==> config.mk <==
export PLATFORM = sky130hd
export DESIGN_NAME = run_length_decoder
export DESIGN_NICKNAME = d
export VERILOG_FILES = /design/src/rtl/run_length_decoder.sv
export SDC_FILE = /design/constraint.sdc
export NUM_CORES = 1
export LEC_CHECK = 0
export ABC_AREA = 0
export CORE_ASPECT_RATIO = 1.75
export CORE_MARGIN = 2
export CORE_UTILIZATION = 49
export DETAILED_ROUTE_END_ITERATION = 12
export PLACE_DENSITY = 0.75
export SYNTH_ARGS = -nofsm -noshare
export SYNTH_HDL_FRONTEND = slang
export SYNTH_SLANG_ARGS = --single-unit
==> constraint.sdc <==
create_clock -name clock -period 1.8 [get_ports clock]
set_input_delay 0.36 -clock clock [delete_from_list [all_inputs] [get_ports clock]]
set_output_delay 0.36 -clock clock [all_outputs]
set_load 0.005 [all_outputs]
==> src/rtl/run_length_decoder.sv <==
// Run-length decoder: expands {tag,data} words (literal, or header + count) into a plain character stream.
// Optional macro RLD_ERR_CHECK_EN: drop non-printable characters and flag them and zero counts on err.
module run_length_decoder #(
  parameter int DATA_W = 7
) (
  input  logic              clock,
  input  logic              reset_n,
  input  logic              inValid,
  input  logic              inTag,
  input  logic [DATA_W-1:0] inData,
  output logic              inReady,
  output logic              outValid,
  output logic [DATA_W-1:0] outData,
  input  logic              outReady,
  output logic              err
);

  typedef enum logic [1:0] {IDLE, READ_SYM, GET_COUNT, EMIT_RUN} state_t;

  state_t            r_state, w_next;
  logic [DATA_W:0]   r_runCnt;
  logic [DATA_W-1:0] r_runChar;
  logic [DATA_W-1:0] r_outData;
  logic              r_outValid;
  logic              r_err;

  logic              w_inReady, w_inXfer, w_outXfer;
  logic [DATA_W:0]   w_count;
  logic              w_bad_lit, w_bad_run, w_err_set;

  assign w_count   = {inTag, inData};
  assign w_inReady = ((r_state == READ_SYM) || (r_state == GET_COUNT)) && (!r_outValid || outReady);
  assign w_inXfer  = inValid && w_inReady;
  assign w_outXfer = r_outValid && outReady;

`ifdef RLD_ERR_CHECK_EN
  localparam logic [DATA_W-1:0] PRINT_MIN = DATA_W'(32);
  assign w_bad_lit = (inData < PRINT_MIN);
  assign w_bad_run = (r_runChar < PRINT_MIN);
  // Header character is judged when the header arrives; the zero count when the count arrives.
  assign w_err_set = w_inXfer && (((r_state == READ_SYM) && w_bad_lit) ||
                                  ((r_state == GET_COUNT) && (w_count == '0)));
`else
  assign w_bad_lit = 1'b0;
  assign w_bad_run = 1'b0;
  assign w_err_set = 1'b0;
`endif

  always_ff @(posedge clock or negedge reset_n) begin
    if (!reset_n) r_state <= IDLE;
    else          r_state <= w_next;
  end

  always_comb begin
    w_next = r_state;
    case (r_state)
      IDLE:      w_next = READ_SYM;
      READ_SYM:  if (w_inXfer && inTag) w_next = GET_COUNT;
      GET_COUNT: if (w_inXfer) w_next = ((w_count == '0) || w_bad_run) ? READ_SYM : EMIT_RUN;
      EMIT_RUN:  if (w_outXfer && (r_runCnt == (DATA_W+1)'(1))) w_next = READ_SYM;
      default:   w_next = IDLE;
    endcase
  end

  always_ff @(posedge clock or negedge reset_n) begin
    if (!reset_n) begin
      r_outValid <= 1'b0;
      r_outData  <= '0;
      r_runChar  <= '0;
      r_runCnt   <= '0;
      r_err      <= 1'b0;
    end else begin
      r_err <= w_err_set;
      case (r_state)
        READ_SYM: begin
          if (w_outXfer) r_outValid <= 1'b0;
          if (w_inXfer) begin
            if (inTag) begin
              r_runChar <= inData;
            end else if (!w_bad_lit) begin
              r_outData  <= inData;
              r_outValid <= 1'b1;
            end
          end
        end
        GET_COUNT: begin
          // A previous literal may still be draining while the count arrives.
          if (w_outXfer) r_outValid <= 1'b0;
          if (w_inXfer && (w_count != '0) && !w_bad_run) begin
            r_runCnt   <= w_count;
            r_outData  <= r_runChar;
            r_outValid <= 1'b1;
          end
        end
        EMIT_RUN: begin
          if (w_outXfer) begin
            r_runCnt <= r_runCnt - 1'b1;
            if (r_runCnt == (DATA_W+1)'(1)) r_outValid <= 1'b0;
          end
        end
        default: ;
      endcase
    end
  end

  assign inReady  = w_inReady;
  assign outValid = r_outValid;
  assign outData  = r_outData;
  assign err      = r_err;

endmodule
==> results.json <==
{
  "grt_overflow": 0,
  "worst_setup_path_end_kind": "flop",
  "ios": 22,
  "antenna_left": 0,
  "setup_viol": 2,
  "synth-seq-cells": 25,
  "path_max_fanout": 6,
  "grt_pass1_vias": 1520,
  "diodes": 0,
  "drive_gt1_share_pct": 38.76,
  "fin_crit_ns": 1.805,
  "clockBufferDepth": 2,
  "rsz0062_at_grt": "yes",
  "required_ns": 1.97,
  "finalCritPeriodShare_pct": 100.3,
  "ys_warn_count": 0,
  "avgViaCountPerCell": 5.643,
  "ys_top_cells_by_area": "dfrtp_1 (39%), mux2_1 (9.8%), mux2_2 (5.6%), ha_1 (4.7%), nor2_1 (2.8%)",
  "crit_type": "reg -> reg",
  "num_vias": 1422,
  "yosys.area.top_type": "dfrtp_1",
  "wl_per_cell_um": 18.23,
  "synth_most_common_cell": "dfrtp_1",
  "synth_edf_count": 0,
  "r2r.worst_path.cells": 7,
  "crit_path_top_delay_cell": "dfrtp_1",
  "worst_ep_arrival_time_ns": 1.97,
  "hold_class": "in -> async",
  "track_usage_pct": 26.35,
  "die_h_um": 79.84,
  "final_nets": 228,
  "hpwl_mm": 3.272,
  "ys.flop_type": "dfrtp_1",
  "core_area_um2": 3142,
  "cpPeakStageDelay_ns": 0.40,
  "cts_buffers": 3,
  "ir_worst_vdd_v": 0.001373,
  "total_power_mw": 3.437,
  "die-area_um2": 3779,
  "cts.clk_slew.worst_paths_ns": 0.09,
  "numPortBuffers": 20,
  "start_kind": "flop",
  "synth_top_area_share_pct": 38.85,
  "postLayoutCoreUtil_pct": 73.24,
  "root_buffer": "clkbuf_8",
  "start_util_pct": 51.25,
  "drv_slew": 0,
  "grt_pass1_wl_mm": 7.120,
  "ys_seq_area_share_pct": 38.85,
  "antenna_found_initial": 0,
  "synth_nets": 170,
  "power-per-cell-area_nw_per_um2": 1494,
  "drc": 0,
  "synthCells": 152,
  "first_pass_iters": 4,
  "ys_types": 48,
  "synthTopCellsByCount": "dfrtp_1 (25), mux2_1 (14), nor2_1 (12)",
  "htree_levels": 1,
  "syn_area_per_cell_um2": 10.59,
  "clock.fmax_mhz": 554.0,
  "outcome": "complete, but fails checks",
  "insertion_delay_ns": 0.27,
  "syn-cell-area_um2": 1610,
  "path_cells": "inv_2 -> ha_4 -> nand2b_4 -> nor2_8 -> nand3_4 -> a2111o_1 -> and3_1",
  "cts_tree": "done",
  "setup_tns_ns": -0.006670,
  "finalWirelength_mm": 4.593,
  "violations": "negative setup slack",
  "cts.sinks": 25,
  "ys_async_sr_fraction_pct": 100.0,
  "grt_max_degree": 26,
  "setup_slack_ns": -0.005190,
  "syn2layout_area_growth_pct": 42.89,
  "drtIter0Drc": 39,
  "rows": 27,
  "gp_congestion": 0.9632,
  "die_width_um": 47.34,
  "finalHoldViolCount": 0,
  "p_leak_nw": 1.070,
  "clock_skew_ns": 0.005866,
  "cap_violations": 0
}
==> placed cells by master, fill, tap and decap left out, drive strengths merged, types with 3 or more instances in the layout <==
cell type,instances
dlymetal6s2s,5
nand4,3
inv,9
dlygate4sd2,3
nor3,4
clkbuf,3
nor2,13
mux2,22
o21ai,3
nand3,6
a31oi,4
ha,6
a21oi,6
clkdlybuf4s50,12
buf,39
dfrtp,25
nor4,3
a211o,3
nand2,12
nand2b,3
==> worst max-delay path: cells and delay by family, from the launching register on <==
family | cells | cell delay (ns)
AOI/OAI and AO/OA | 1 | 0.38
adders and majority gates | 1 | 0.22
buffers and inverters | 1 | 0.09
DFF | 1 | 0.40
and+or+nand+nor | 4 | 0.60
==> stage by stage <==
stage | hold WS (ns) | instances | setup slack (ns) | cell area (um2)
2_1_floorplan | 0.06441 | 152 | 0.003966 | 1632
3_3_place_gp | 0.4618 | 244 | -0.3011 | 2106
3_5_place_dp | 0.4748 | 244 | -0.3257 | 2106
4_1_cts | 0.4631 | 251 | 0.01063 | 2208
5_1_grt | 0.4933 | 252 | -0.05840 | 2301
6_report | 0.4461 | 252 | -0.005190 | 2301
==> final timing paths <==
kind / from / end / slack (ns)
min in group clock: outData[0] / outData[0] / 0.50
max reg2reg: r_state[0] / r_runCnt[4] / -0.005
min reg2reg: outData[0] / outData[0] / 0.50
min: reset_n / r_runCnt[2] / 0.45
max: r_state[0] / r_runCnt[4] / -0.005
max in group asynchronous: reset_n / outValid / 1.10
==> kinds of logic after synthesis <==
| group | share of synthesized area, % |
|---|---|
| buffers and inverters | 4.662 |
| AO/OA/AOI/OAI | 13.44 |
| other | 0.2329 |
| adder cells (fa/ha/maj) | 4.662 |
| AND/OR/NAND/NOR | 22.14 |
| multiplexers | 16.01 |
| flip-flops | 38.85 |
==> where the power goes <==
part	switching (mW)	internal (mW)	total, mW
clock	0.190	0.155	0.345
sequential	0.206	0.833	1.04
combinational	0.938	1.11	2.05
total	1.33	2.10	3.44
==> layout make-up <==
cell class | instances | area [um2]
inverters | 9 | 33.78
fillers | 229 | 840.8
clock inverters | 1 | 5.005
flip-flops and latches | 25 | 625.6
clock buffers | 3 | 41.29
multi-input cells | 112 | 1028
well taps | 43 | 53.80
repair buffers | 59 | 513.0
==> metal layers <==
metal,wire length [um],vias up,global-route usage [%]
li1,-,666,-
met1,1727,692,29.51
met2,2580,44,47.57
met3,140,20,2.262
met4,143,0,10.28
met5,0,-,0
==> state kept, by name, summed over array words and instances (netlist names) <==
register,flops
r_state,2
outValid,1
outData,7
r_runCnt,8
r_runChar,7
==> timing repair <==
action / CTS / global route
gates resized for setup: 11 / 21
setup buffers: 3 / 1
pin swaps: 11 / 5
setup endpoints to repair: 18 / 24
hold buffers: 0 / 0
No activity file was read; power rests on OpenSTA's default activity.
